<file path="config.mk">
export PLATFORM = sky130hd
export DESIGN_NAME = axi_b_resp_fifo
export DESIGN_NICKNAME = d
export VERILOG_FILES = /design/src/rtl/axi_resp_pkg.sv /design/src/rtl/axi_b_fifo_mem.sv /design/src/rtl/axi_b_resp_fifo.sv
export SDC_FILE = /design/constraint.sdc
export NUM_CORES = 1
export LEC_CHECK = 0
export BUFFER_PORTS_ARGS = -buffer_cell sky130_fd_sc_hd__buf_2
export CAP_MARGIN = 0
export CORE_UTILIZATION = 60
export DETAILED_ROUTE_END_ITERATION = 10
export PLACE_DENSITY = 0.95
export SYNTH_ARGS = -nofsm -noshare
export SYNTH_HDL_FRONTEND = slang
export SYNTH_HIERARCHICAL = 1
export SYNTH_SLANG_ARGS = --single-unit
</file>
<file path="constraint.sdc">
create_clock -name clk_i -period 10.67 [get_ports clk_i]
set_clock_uncertainty 0.2 [all_clocks]
set_input_delay 2.134 -clock clk_i [delete_from_list [all_inputs] [get_ports clk_i]]
set_output_delay 2.134 -clock clk_i [all_outputs]
set_load 0.02 [all_outputs]
</file>
<file path="src/rtl/axi_resp_pkg.sv">
// Purpose: shared definitions for the AXI write-response (B channel) buffer.
//   - BRESP encodings
//   - resp_t, the BRESP field type
//   - entry_width(), the packed width of one stored {resp, id, user} entry
// Ports: none (package).
package axi_resp_pkg;

  localparam int RESP_W = 2;

  typedef logic [RESP_W-1:0] resp_t;

  localparam resp_t RESP_OKAY   = 2'b00;
  localparam resp_t RESP_EXOKAY = 2'b01;
  localparam resp_t RESP_SLVERR = 2'b10;
  localparam resp_t RESP_DECERR = 2'b11;

  // Entries are packed MSB-first as {resp, id, user}.
  function automatic int entry_width(input int id_w, input int user_w);
    return RESP_W + id_w + user_w;
  endfunction

endpackage

</file>
<file path="src/rtl/axi_b_fifo_mem.sv">
// Purpose: DEPTH x WIDTH storage for the B-response FIFO. The write port is
//   synchronous and the read port is asynchronous. Storage is deliberately not
//   reset: a location is only ever read after it has been written.
// Ports:
//   clk_i      in   clock
//   wr_en_i    in   write strobe
//   wr_ptr_i   in   write address
//   wr_data_i  in   write data
//   rd_ptr_i   in   read address
//   rd_data_o  out  read data (combinational)
module axi_b_fifo_mem #(
  parameter int DEPTH = 4,
  parameter int WIDTH = 28,
  parameter int PTR_W = $clog2(DEPTH)
) (
  input  logic             clk_i,
  input  logic             wr_en_i,
  input  logic [PTR_W-1:0] wr_ptr_i,
  input  logic [WIDTH-1:0] wr_data_i,
  input  logic [PTR_W-1:0] rd_ptr_i,
  output logic [WIDTH-1:0] rd_data_o
);

  logic [WIDTH-1:0] mem_q [DEPTH];

  always_ff @(posedge clk_i) begin
    if (wr_en_i) begin
      mem_q[wr_ptr_i] <= wr_data_i;
    end
  end

  assign rd_data_o = mem_q[rd_ptr_i];

endmodule

</file>
<file path="src/rtl/axi_b_resp_fifo.sv">
// Purpose: DEPTH-entry AXI B-channel buffer between a slave-side B source and a
//   master-side B sink. It supports an optional same-cycle fall-through when
//   empty, reports occupancy, and monitors SLVERR/DECERR responses with a
//   sticky flag and a saturating counter.
// Ports:
//   clk_i, rst_i                clock and asynchronous active-high reset
//   test_en_i                   test mode (no functional effect)
//   slave_valid_i/resp/id/user  incoming B response
//   slave_ready_o               buffer can accept
//   master_valid_o/resp/id/user head of buffer (fields zero when not valid)
//   master_ready_i              sink accepts head
//   count_o                     entries held
//   err_clr_i                   clear the error monitor
//   err_sticky_o, err_cnt_o     error monitor state
module axi_b_resp_fifo
  import axi_resp_pkg::*;
#(
  parameter int ID_WIDTH     = 16,
  parameter int USER_WIDTH   = 10,
  parameter int DEPTH        = 4,
  parameter int FALL_THROUGH = 0,
  parameter int ERR_CNT_W    = 8
) (
  input  logic                       clk_i,
  input  logic                       rst_i,
  input  logic                       test_en_i,
  input  logic                       slave_valid_i,
  input  logic [1:0]                 slave_resp_i,
  input  logic [ID_WIDTH-1:0]        slave_id_i,
  input  logic [USER_WIDTH-1:0]      slave_user_i,
  output logic                       slave_ready_o,
  output logic                       master_valid_o,
  output logic [1:0]                 master_resp_o,
  output logic [ID_WIDTH-1:0]        master_id_o,
  output logic [USER_WIDTH-1:0]      master_user_o,
  input  logic                       master_ready_i,
  output logic [$clog2(DEPTH+1)-1:0] count_o,
  input  logic                       err_clr_i,
  output logic                       err_sticky_o,
  output logic [ERR_CNT_W-1:0]       err_cnt_o
);

  localparam int PTR_W   = $clog2(DEPTH);
  localparam int CNT_W   = $clog2(DEPTH+1);
  localparam int ENTRY_W = entry_width(ID_WIDTH, USER_WIDTH);
  localparam bit FT_EN   = (FALL_THROUGH != 0);

  logic               init_q;
  logic [PTR_W-1:0]   wr_ptr_q;
  logic [PTR_W-1:0]   rd_ptr_q;
  logic [CNT_W-1:0]   count_q;
  logic               err_sticky_q;
  logic [ERR_CNT_W-1:0] err_cnt_q;

  logic               empty;
  logic               full;
  logic               bypass_valid;
  logic               push;
  logic               pop;
  logic               wr_en;
  logic               rd_adv;
  logic [ENTRY_W-1:0] wr_data;
  logic [ENTRY_W-1:0] rd_data;
  logic [ENTRY_W-1:0] head_data;
  logic               unused_test_en;

  assign unused_test_en = test_en_i;

  assign empty = (count_q == '0);
  assign full  = (count_q == CNT_W'(DEPTH));

  // The buffer refuses input until the first edge after reset. It also refuses
  // input whenever it is full, even if a pop happens in the same cycle.
  assign slave_ready_o = init_q & ~full;

  // With fall-through enabled, an empty buffer presents the incoming response
  // at its output directly.
  assign bypass_valid   = FT_EN & empty & slave_valid_i & init_q;
  assign master_valid_o = ~empty | bypass_valid;

  assign push = slave_valid_i & slave_ready_o;
  assign pop  = master_valid_o & master_ready_i;

  // A bypassed entry that is consumed in the same cycle never touches storage.
  // The read pointer only moves when a stored entry leaves the buffer.
  assign wr_en  = push & ~(bypass_valid & master_ready_i);
  assign rd_adv = pop & ~empty;

  assign wr_data   = {slave_resp_i, slave_id_i, slave_user_i};
  assign head_data = empty ? wr_data : rd_data;

  assign master_resp_o = master_valid_o ? head_data[ENTRY_W-1 -: 2] : '0;
  assign master_id_o   = master_valid_o ? head_data[USER_WIDTH +: ID_WIDTH] : '0;
  assign master_user_o = master_valid_o ? head_data[USER_WIDTH-1:0] : '0;

  assign count_o      = count_q;
  assign err_sticky_o = err_sticky_q;
  assign err_cnt_o    = err_cnt_q;

  axi_b_fifo_mem #(
    .DEPTH (DEPTH),
    .WIDTH (ENTRY_W),
    .PTR_W (PTR_W)
  ) u_mem (
    .clk_i     (clk_i),
    .wr_en_i   (wr_en),
    .wr_ptr_i  (wr_ptr_q),
    .wr_data_i (wr_data),
    .rd_ptr_i  (rd_ptr_q),
    .rd_data_o (rd_data)
  );

  // Pointers wrap naturally because DEPTH is a power of two. When a push and a
  // pop of stored entries happen in the same cycle, the count is unchanged.
  always_ff @(posedge clk_i or posedge rst_i) begin
    if (rst_i) begin
      init_q   <= 1'b0;
      wr_ptr_q <= '0;
      rd_ptr_q <= '0;
      count_q  <= '0;
    end else begin
      init_q <= 1'b1;
      if (wr_en) begin
        wr_ptr_q <= wr_ptr_q + PTR_W'(1);
      end
      if (rd_adv) begin
        rd_ptr_q <= rd_ptr_q + PTR_W'(1);
      end
      if (wr_en && !rd_adv) begin
        count_q <= count_q + CNT_W'(1);
      end else if (!wr_en && rd_adv) begin
        count_q <= count_q - CNT_W'(1);
      end
    end
  end

  // Error monitor: every accepted SLVERR/DECERR (resp[1] set) counts,
  // including bypassed entries. A clear overrides an increment in the same cycle.
  always_ff @(posedge clk_i or posedge rst_i) begin
    if (rst_i) begin
      err_sticky_q <= 1'b0;
      err_cnt_q    <= '0;
    end else if (err_clr_i) begin
      err_sticky_q <= 1'b0;
      err_cnt_q    <= '0;
    end else if (push && slave_resp_i[1]) begin
      err_sticky_q <= 1'b1;
      if (err_cnt_q != '1) begin
        err_cnt_q <= err_cnt_q + ERR_CNT_W'(1);
      end
    end
  end

endmodule

</file>
-- Yosys cells after proc, flatten, opt, wreduce, memory -nomap -nowiden
Memory sizes are Yosys's and may differ from the RTL's.
Index checks and enable logic that the tools add are counted.
- add/subtract/negate cells: 5
- equality and inequality tests: 2
- muxes and demuxes: 12
- bitwise logic cells: 6
- reduce and logical (&&, ||, !) cells: 10
- operators by type and width (kind ; number):
    two-way mux 8 bit ; 3
    two-way mux 16 bit ; 1
    two-way mux 10 bit ; 1
    adder 8 x 1 -> 8 bit, second input constant ; 1
    inequality test 8 bit, second input constant ; 1
    two-way mux 3 bit ; 2
    nonzero test 2 bit ; 3
    adder 2 x 1 -> 2 bit, second input constant ; 2
    bitwise AND 1 bit ; 4
    two-way mux 1 bit ; 4
    adder 3 x 1 -> 3 bit, second input constant ; 1
    == test 3 bit, second input constant ; 1
    logical AND 1 bit ; 3
    logical NOT 3 bit ; 1
    subtractor 3 x 1 -> 3 bit, second input constant ; 1
    logical NOT 1 bit ; 2
    two-way mux 2 bit ; 1
    NOT 1 bit ; 2
    AND reduction 2 bit ; 1
- bits in registers: 17
- memory bits (writable): 112
- input bits: 34
- output and inout port bits: 42
- memories kept: 1
- memories (name ; depth ; bits a word ; rd ports ; clocked after memory_dff ; write ports ; RTL line ; RTL):
    u_mem.mem_q ; 4 ; 28 ; 1 ; 0 ; 1 ; axi_b_fifo_mem.sv:24 ; logic [WIDTH-1:0] mem_q [DEPTH];

-- Logic depth before layout (Yosys ltp)
Gate-level depths: netlist (run 1).
- depth in word-level cells: 8
- mapped depth: 9
- depth with buffers taken out: 8

-- Modules after synthesis
Netlist (run 1), hierarchy kept.
- by module, submodules not included (module ; instances ; cells an instance ; area each (um^2)):
    axi_b_fifo_mem ; 1 ; 150 ; 4121.5
    axi_b_resp_fifo ; 1 ; 110 ; 1056.0

-- Worst setup path before layout (run 1)
No wires, ideal clock.
- kind: input port to flip-flop
- start: input slave_valid_i
- end: memory u_mem.mem_q[0][0], enable pin
- setup time: 454 ps
- arrival time: 4480 ps
- required time: 10016 ps
- setup slack: 5536 ps
- stages on the path: 2
- path buffers: 0
- cells stage by stage: and3_2 > nor3b_1
- word-level cells in the longest chain between the ends: 3
- RTL lines (element ; RTL line ; RTL):
    start, declared ; axi_b_resp_fifo.sv:27 ; input logic slave_valid_i,
    bitwise AND 1 bit ; axi_b_resp_fifo.sv:81 ; assign push = slave_valid_i & slave_ready_o;
    two-way mux 1 bit ; axi_b_fifo_mem.sv:27 ; if (wr_en_i) begin
    two-way mux 1 bit (implied by the code) ; axi_b_fifo_mem.sv:28 ; mem_q[wr_ptr_i] <= wr_data_i;
    end, declared ; axi_b_fifo_mem.sv:24 ;
Every way passes these cells.

-- Worst setup path in the final report (run 1)
- start: register rd_ptr_q[0]
- end: output master_resp_o[1]
- word-level cells in the longest chain between the ends: 2
- RTL lines (element ; RTL line ; RTL):
    start, declared ; axi_b_resp_fifo.sv:50 ; logic [PTR_W-1:0] rd_ptr_q;
    start signal, assigned ; axi_b_resp_fifo.sv:127 ; rd_ptr_q <= rd_ptr_q + PTR_W'(1);
    memory (4 x 28 bit) ; - ;
    named net head_data[27] ; axi_b_resp_fifo.sv:64 ; logic [ENTRY_W-1:0] head_data;
    two-way mux 2 bit ; axi_b_resp_fifo.sv:92 ; assign master_resp_o = master_valid_o ? head_data[ENTRY_W-1 -: 2] : '0;
    end, declared ; axi_b_resp_fifo.sv:33 ; output logic [1:0] master_resp_o,
The timed path passes the listed nets, and every way through them passes these cells.

==> flow_summary.yaml, run 1 <==
sta:
  tightest_slew_ns: 0.986
  setup_viol: 0
  maxSlewViolCount: 0
  slew-limit-headroom: 0.343
  timing.hold.ws_ns: 0.304
  fin_crit_sh: 0.455
  finalHoldViolations: 0
  rsz0062_at_grt: "false"
  fin_setup_tns_ns: 0
  fmax_mhz: 206
  finalCriticalPeriod_ns: 4.85
synth:
  yosys.cell_types.count: 39
  synth_area_leaders: "edfxtp_1 (65%), mux4_2 (8.7%), dfrtp_1 (8.2%)"
  yosysSeqAreaShare: 0.732
  synthCells: 260
  async_flop_share: 0.132
  syn-num-nets: 297
  synth_top_area_cell: "edfxtp_1"
  synth_top_flop_cell: "edfxtp_1"
  avgSynthCellArea_um2: 19.9
  yosysMostFrequentCell: "edfxtp_1"
  netlist.area_leader.share: 0.650
  yosysWarnings: 6
  synth-edff-count: 112
  yosys_register_bits: 129
  syn_area_mm2: 0.00518
  synthTopCellsByCount: "edfxtp_1 (112), and2_1 (28), mux4_2 (20)"
clock_tree:
  htreeDepth: 4
  cts_tree: "yes"
  clockBufferDepth: 2
  holdBufCountCts: 0
  postCtsSetupRepairBufs: 0
  worst_skew_pair.late_latency_ns: 0.51
  root_buffer: "clkbuf_8"
  cts_made_buffers: 17
  clock-sinks: 129
  cts_resized: 0
  clk_pin_slew_ns: 0.06
power:
  p_comb_frac: 0.284
  net-switching-power_uw: 531
  leakage_nw: 2.33
  seqPwrFrac: 0.390
  swShare: 0.309
  p_clk_frac: 0.326
  p_total_mw: 1.72
  ir_drop_v: 0.000229
  power_density_mw_per_mm2: 277
  p_int_mw: 1.19
route:
  ant_nets: 0
  wirelength_mm: 9.16
  drc: 0
  first_pass_iters: 4
  wl_per_cell_um: 19.7
  viasPerCell: 5.71
  drtIter0Drc: 128
  route.vias.total: 2653
placement:
  gp_congestion: 0.813
  placedInstanceArea_mm2: 0.00563
  place_hpwl_mm: 5.25
  portBuffers: 74
setup_path:
  worst-path-buf-inv: 1
  slowest_stage: "dfrtp_2"
  crit_fanout: 30
  worstPathArrival_ns: 2.52
  r2r_cells: 8
  start_kind: "flop"
  crit_family: "flip-flops"
  cpPeakStageDelay_ns: 1.00
  cp-end-kind: "output pin"
  crit_chain: "mux4_1, and2_1, buf_2"
  critical_path_depth: 3
  critPathKind: "reg2out"
  critical_path_required_ns: 8.34
global_routing:
  grt_first_pass_wirelength_mm: 14.1
  overflow: 0
  antenna_found_initial: 0
  grt_max_degree: 32
  grt_pass1_vias: 2720
  gr-usage-all-layers: 0.224
final_layout:
  nets: 384
  final_util: 0.748
  fin_area_mm2: 0.00621
  layout-drive-gt1-share: 0.383
  antenna_cells: 0
  syn_to_final_growth_pct: 20.0
worst_hold_path:
  holdCritPathClass: "reg2reg"
  min_path_cells: 1
floorplanning:
  rows: 33
  start_util: 0.624
  die_w_um: 94.9
  ios: 76
  fp.dieArea_mm2: 0.00900
  core_mm2: 0.00830
  die_y_um: 94.9
run:
  timing.max_cap.violations: 0
status:
  status: "finished, final reports clean"
sequential cells by signal (all words and copies together), names as in the netlist:
| name | count |
|---|---|
| wr_ptr_q | 2 |
| count_o | 3 |
| u_mem/mem_q | 112 |
| err_sticky_o | 1 |
| rd_ptr_q | 2 |
| init_q | 1 |
| err_cnt_o | 8 |
kinds of logic after synthesis:
logic type / after synthesis / synth area share
mux: 31 / 0.134
buf+inv: 14 / 0.0203
compound gates: 9 / 0.0167
fa+ha+maj: 3 / 0.00870
xor+xnor: 10 / 0.0169
flops: 129 / 0.732
simple gates: 63 / 0.0713
other cells: 1 / 0.000724
layout by cell type, fill, tap and decap left out, types with 2 or more instances in the layout:
cell type | synthesis | layout
edfxtp_1 | 112 | 112
buf_2 | 3 | 74
and2_1 | 28 | 28
mux4_2 | 20 | 20
clkbuf_16 | 0 | 16
dfrtp_1 | 17 | 16
nor2_1 | 12 | 12
mux4_1 | 8 | 8
xnor2_1 | 5 | 5
xor2_1 | 5 | 5
buf_4 | 0 | 5
and3_1 | 4 | 4
nand2_1 | 4 | 4
clkinv_2 | 0 | 4
inv_1 | 3 | 3
nand3_1 | 3 | 3
clkinv_4 | 0 | 3
bufinv_16 | 0 | 3
mux2i_1 | 2 | 2
a21oi_1 | 2 | 2
a41o_1 | 2 | 2
o2111ai_1 | 2 | 2
ha_1 | 2 | 2
clkinvlp_4 | 0 | 2
clkinv_1 | 0 | 2
and3b_1 | 2 | 2
layout make-up:
cell class | count | area [µm²]
tap | 105 | 131
timing repair buffer | 79 | 408
fill | 474 | 2090
clock inverter | 15 | 168
multi-input combinational | 117 | 1290
inverter | 3 | 11.3
clock buffer | 17 | 414
sequential | 129 | 3790
power by group through the flow:
stage	logic [mW]	clock network [mW]	registers, mW
after floorplan	0.389	0	0.652
after global placement	0.477	0	0.676
after detailed placement	0.489	0	0.682
after CTS	0.495	0.568	0.673
after global routing	0.528	0.588	0.681
final	0.489	0.561	0.672
worst reg2reg max path, stage by stage, from the launching register on:
cell     delay, ns
dfrtp_1       0.44
or3_2         0.78
nand2_1       0.22
ha_1          0.21
inv_1         0.07
fa_1          0.37
xor2_1        0.15
nor2_1        0.13
xor2_1        0.15
metrics by stage:
step	worst slack (ns)	instances
2_1_floorplan	5.54	260
3_3_place_gp	6.35	433
3_5_place_dp	6.33	433
4_1_cts	5.76	465
5_1_grt	5.67	465
6_report	5.82	465
routing by layer:
metal	part of all wire	wire length, µm	GRT usage
met4	0.010	94	0.0821
met1	0.42	3890	0.271
met2	0.51	4700	0.384
met5	0	0	0
met3	0.051	470	0.0644
worst paths after layout:
path	startpoint	end	slack, ns
worst max-delay path	rd_ptr_q[0]	master_resp_o[1]	5.82
worst min-delay path	rd_ptr_q[1]	rd_ptr_q[1]	0.30
worst max register to register	count_o[0]	count_o[2]	7.88
worst min register to register	rd_ptr_q[1]	rd_ptr_q[1]	0.30
max in group asynchronous	rst_i	rd_ptr_q[0]	8.31
min in group asynchronous	rst_i	err_cnt_o[3]	1.50
(Power assumes the default switching activity.)
==> run 2: changes to the inputs <==
- ABC_AREA: not set -> 1
- CORE_UTILIZATION: 60 -> 52
- PLACE_DENSITY: 0.95 -> 0.88
- clock period: 10.67 -> 4.3 ns (I/O delays scaled with it)
==> run 2 against run 1 <==
Final area increased by 12%. Clock power increased by 150%. Global-route usage decreased by 0.43 points. Setup slack got worse by 4.8 ns. Cell count increased by 82%. Largest cell class unchanged.
==> flow_summary.yaml, run 2 <==
status:
  status: "finished, final reports clean"
sta:
  setup_viol: 0
  fin_setup_tns_ns: 0
  fmax_mhz: 308
  fin_crit_sh: 0.755
  rsz0062_at_grt: "false"
  slew-limit-headroom: 0.341
  maxSlewViolCount: 0
  tightest_slew_ns: 0.987
  finalCriticalPeriod_ns: 3.25
  setup_ws_ns: 1.05
  finalHoldViolations: 0
synth:
  yosysSeqAreaShare: 0.638
  synth_top_flop_cell: "edfxtp_1"
  synthTopCellsByCount: "nand2_1 (165), inv_1 (154), edfxtp_1 (112)"
  synth_area_leaders: "edfxtp_1 (57%), nand2_1 (10%), inv_1 (9.7%)"
  syn_area_mm2: 0.00594
  synthAdderAreaFrac: 0.00759
  synth_top_family_by_area: "simple AND/OR/NAND/NOR gates"
  syn-num-nets: 648
  muxShareOfSynthArea: 0.00190
  yosys_register_bits: 129
  yosys.cell_types.count: 29
  synthCells: 611
  yosysWarnings: 6
  avgSynthCellArea_um2: 9.72
  synth-xor-area-share: 0.0133
  netlist.area_leader.share: 0.566
  synth-edff-count: 112
  async_flop_share: 0.132
  synth_top_area_cell: "edfxtp_1"
  yosysMostFrequentCell: "nand2_1"
  synth_compound_area_frac: 0.00590
  synthSimpleGateAreaFrac: 0.205
setup_path:
  critPathKind: "reg2out"
  r2r_end: "count_o[2]"
  critical_path_required_ns: 3.24
  timing.rr.start: "count_o[0]"
  cp-end-kind: "output pin"
  crit_fanout: 30
  startpoint: "rd_ptr_q[1]"
  worstPathArrival_ns: 2.19
  r2r_cells: 9
  r2r_setup_slack_ns: 2.13
  cpPeakStageDelay_ns: 0.51
  start_kind: "flop"
  crit_chain: "buf_4, inv_2, nand3_1, nand2_1, inv_1, nor2_1, buf_2"
  slowest_stage: "inv_2"
final_layout:
  layout_commonest_cell: "nand2_1"
  syn_to_final_growth_pct: 17.6
  fill_cells: 789
  seqCellArea_mm2: 0.00379
  regMostFlops: "u_mem/mem_q"
  final_cell_mix: "nand2_1 (165), inv_1 (154), edfxtp_1 (112), buf_2 (74), nand3_1 (66)"
  multi_input_area_mm2: 0.00141
  final_cells: 844
  layout-drive-gt1-share: 0.188
  antenna_cells: 0
  largest_reg_flops: 112
  fin_area_mm2: 0.00698
  nets: 728
power:
  ir_drop_v: 0.000449
  p_int_mw: 2.91
  swShare: 0.386
  power_density_mw_per_mm2: 679
  leakage_nw: 3.42
  p_clk_frac: 0.296
  net-switching-power_mw: 1.83
  seqPwrFrac: 0.337
  p_comb_frac: 0.367
clock_tree:
  root_buffer: "clkbuf_16"
  holdBufCountCts: 0
  htreeDepth: 4
  cts_tree: "yes"
  postCtsSetupRepairBufs: 0
  cts_made_buffers: 17
  clock-sinks: 129
  clk_pin_slew_ns: 0.06
  clockBufferDepth: 2
  worst_skew_pair.late_latency_ns: 0.41
  cts_resized: 0
global_routing:
  antenna_found_initial: 1
  grt_max_degree: 59
  gr-usage-all-layers: 0.220
  grt_first_pass_wirelength_mm: 18.9
  overflow: 0
  grt_pass1_vias: 4216
worst_hold_path:
  whs_endpoint: "err_sticky_o"
  min_path_cells: 1
  hold_start: "err_sticky_o"
  holdCritPathClass: "reg2reg"
route:
  wirelength_mm: 12.2
  wl_per_cell_um: 14.4
  drtIter0Drc: 259
  ant_nets: 0
  route.vias.total: 4238
  drc: 0
  viasPerCell: 5.02
  first_pass_iters: 5
placement:
  placedInstanceArea_mm2: 0.00639
  place_ws_ns: 1.50
  dp_cells: 812
  place_hpwl_mm: 6.90
  gp_congestion: 0.761
  portBuffers: 74
floorplanning:
  start_util: 0.541
  die_w_um: 109
  fp.dieArea_mm2: 0.0118
  die_y_um: 109
  ios: 76
  core_mm2: 0.0110
  rows: 38
run:
  timing.max_cap.violations: 0
==> run 2: stage by stage <==
stage	hold WS (ns)	power (mW)	utilization
floorplan	0.285	2.92	-
global placement	0.276	3.27	0.582
detailed placement	0.279	3.34	0.582
CTS	0.295	4.76	0.635
global route	0.313	5.03	0.635
finish	0.295	4.74	0.635
==> run 2: logic make-up after synthesis <==
kind of cell | after synthesis
compound gates | 6
xor+xnor | 9
fa+ha+maj | 3
buf+inv | 178
flops | 129
mux | 1
other cells | 1
simple gates | 284
==> run 2: power by group through the flow <==
| stage | Sequential (mW) | Clock, mW | Combinational [mW] |
|---|---|---|---|
| after floorplan | 1.64 | 0 | 1.28 |
| after global placement | 1.61 | 0 | 1.66 |
| after detailed placement | 1.62 | 0 | 1.73 |
| after CTS | 1.60 | 1.42 | 1.75 |
| after global routing | 1.61 | 1.48 | 1.95 |
| final | 1.60 | 1.40 | 1.74 |
==> run 2: per-layer routing <==
| layer | up-vias | wire (µm) | track usage |
|---|---|---|---|
| met5 | - | 0 | 0 |
| met1 | 1969 | 4550 | 0.236 |
| met4 | 0 | 199 | 0.0975 |
| met2 | 203 | 6250 | 0.384 |
| met3 | 23 | 1180 | 0.0837 |
| li1 | 2043 | - | - |
==> run 2: layout make-up <==
class,count,area share
flip-flops and latches,129,0.543
multi-input cells,304,0.203
inverters,159,0.0855
clock buffers,18,0.0615
repair buffers,80,0.0595
well taps,140,0.0251
clock inverters,14,0.0228
==> run 2: how the worst max path moves through the flow <==
stage | endpoint | slack, ns | cells past startpoint
5_1_grt | master_user_o[8] | 0.88 | 7
2_1_floorplan | u_mem/mem_q[0][0] | 0.61 | 4
3_5_place_dp | master_user_o[5] | 1.50 | 7
6_report | master_resp_o[0] | 1.05 | 7
3_3_place_gp | master_user_o[5] | 1.54 | 7
4_1_cts | master_resp_o[0] | 1.04 | 7
==> run 2: critical path, delay by kind of cell (launching register included) <==
family,cells,cell delay [ns]
flops,1,0.35
simple gates,3,0.40
buf+inv,4,1.02
==> run 3: changes to the inputs <==
- ABC_AREA: 1 -> 0
- CORE_UTILIZATION: 52 -> 56
- PLACE_DENSITY: 0.88 -> 0.9
- clock period: 4.3 -> 3.15 ns (I/O delays scaled with it)
==> run 3 against run 2 <==
The run now ends with DRC left. Via count fell by 38%. Critical path depth fell by 3. Die area fell by 19%. Critical path type unchanged. Largest power group is now registers.
==> flow_summary.yaml, run 3 (synthesis gave the netlist of run 1 again) <==
clock_tree:
  clockBufferDepth: 2
  cts_tree: "yes"
  htreeDepth: 4
  clk_pin_slew_ns: 0.06
  clock-sinks: 129
  cts_made_buffers: 17
  root_buffer: "clkbuf_8"
  worst_skew_pair.late_latency_ns: 0.50
  postCtsSetupRepairBufs: 0
setup_path:
  worst-path-buf-inv: 2
  crit_family: "flip-flops"
  cp-end-kind: "output pin"
  timing.rr.start: "count_o[0]"
  r2r_setup_slack_ns: 0.59
  r2r_cells: 6
  critical_path_required_ns: 2.32
  slowest_stage: "dfrtp_4"
  crit_chain: "buf_12, mux4_2, and2_1, buf_2"
  critPathKind: "reg2out"
  cpPeakStageDelay_ns: 0.57
  startpoint: "rd_ptr_q[0]"
  start_kind: "flop"
  crit_fanout: 18
  r2r_end: "count_o[1]"
  worstPathArrival_ns: 2.16
route:
  drtIter0Drc: 108
  first_pass_iters: 10
  viasPerCell: 5.57
  drc: 5
  route.vias.total: 2608
  wl_per_cell_um: 18.6
  wirelength_mm: 8.68
  ant_nets: 0
final_layout:
  final_cell_mix: "edfxtp_1 (112), buf_2 (74), and2_1 (28), mux4_2 (20)"
  syn_to_final_growth_pct: 20.5
  final_cells: 468
  layout_commonest_cell: "edfxtp_1"
  layout-drive-gt1-share: 0.389
  nets: 385
  largest_reg_flops: 112
  antenna_cells: 0
  final_util: 0.705
  fill_cells: 576
  regMostFlops: "u_mem/mem_q"
floorplanning:
  core_mm2: 0.00885
  die_w_um: 98.2
  die_y_um: 98.2
  rows: 34
  fp.dieArea_mm2: 0.00963
  start_util: 0.585
  ios: 76
global_routing:
  grt_max_degree: 31
  grt_pass1_vias: 2781
  overflow: 0
  grt_first_pass_wirelength_mm: 14.0
  antenna_found_initial: 0
  gr-usage-all-layers: 0.201
sta:
  rsz0062_at_grt: "false"
  finalHoldViolations: 0
  fin_crit_sh: 0.950
  setup_viol: 0
  fin_setup_tns_ns: 0
  maxSlewViolCount: 0
  tightest_slew_ns: 0.769
  fmax_mhz: 334
  slew-limit-headroom: 0.488
  timing.hold.ws_ns: 0.0141
  finalCriticalPeriod_ns: 2.99
power:
  seqPwrFrac: 0.379
  swShare: 0.303
  p_total_mw: 5.83
  p_comb_frac: 0.299
  net-switching-power_mw: 1.76
  p_clk_frac: 0.322
  ir_drop_v: 0.000550
  power_density_mw_per_mm2: 934
  p_int_mw: 4.06
  leakage_nw: 2.34
placement:
  portBuffers: 74
  gp_congestion: 0.801
  dp_cells: 437
  place_hpwl_mm: 5.43
status:
  violations: "DRC"
  status: "complete, but fails checks"
run:
  timing.max_cap.violations: 0
worst_hold_path:
  holdCritPathClass: "in2async"
-- run 3: cell count changes in the layout (fill, tap and decap cells not counted), sizes merged, moves of 4 or more --
cell,previous run,this run
and2,0,30
and3,0,5
inv,162,5
mux4,0,28
nand2,169,4
nand3,68,3
nor2,39,12
nor3,5,1
-- run 3: worst max path at each step --
stage	slack, ns	depth (start not counted)	endpoint
after CTS	0.03	4	master_id_o[0]
final	0.16	4	master_id_o[0]
after global placement	0.62	4	master_id_o[0]
after global routing	0.05	4	master_id_o[0]
after floorplan	0.34	4	u_mem/mem_q[0][0]
after detailed placement	0.58	4	master_id_o[0]
-- run 3: area by class of cell --
class | instances | area, µm² | share of cell area
tap | 108 | 135 | 0.0217
timing repair buffer | 80 | 428 | 0.0686
sequential | 129 | 3790 | 0.608
clock buffer | 17 | 414 | 0.0664
inverter | 3 | 11.3 | 0.00180
clock inverter | 14 | 164 | 0.0263
multi-input combinational | 117 | 1300 | 0.208
-- run 3: per-layer routing --
layer / global-route usage / up-vias / share of wire
met2: 0.335 / 78 / 0.52
met1: 0.245 / 1310 / 0.42
met5: 0 / - / 0
li1: - / 1214 / -
met3: 0.0694 / 6 / 0.054
met4: 0.0758 / 0 / 0.0070
-- run 3: what timing repair did --
action	in CTS	in global routing
setup endpoints to repair	0	2
resized for setup	0	1
hold buffers	0	0
-- run 3: power groups by stage --
stage	logic [mW]	clock network [mW]	registers (mW)
floorplan	1.32	0	2.21
global placement	1.74	0	2.23
detailed placement	1.77	0	2.25
CTS	1.77	1.93	2.21
global route	1.88	2.00	2.24
finish	1.74	1.88	2.21
-- run 3: stage by stage --
step / setup WS [ns] / cell area, µm²
after detailed placement: 0.582 / 5660
after global placement: 0.618 / 5660
after global routing: 0.0532 / 6240
after floorplan: 0.344 / 5180
after CTS: 0.0347 / 6240
final: 0.157 / 6240
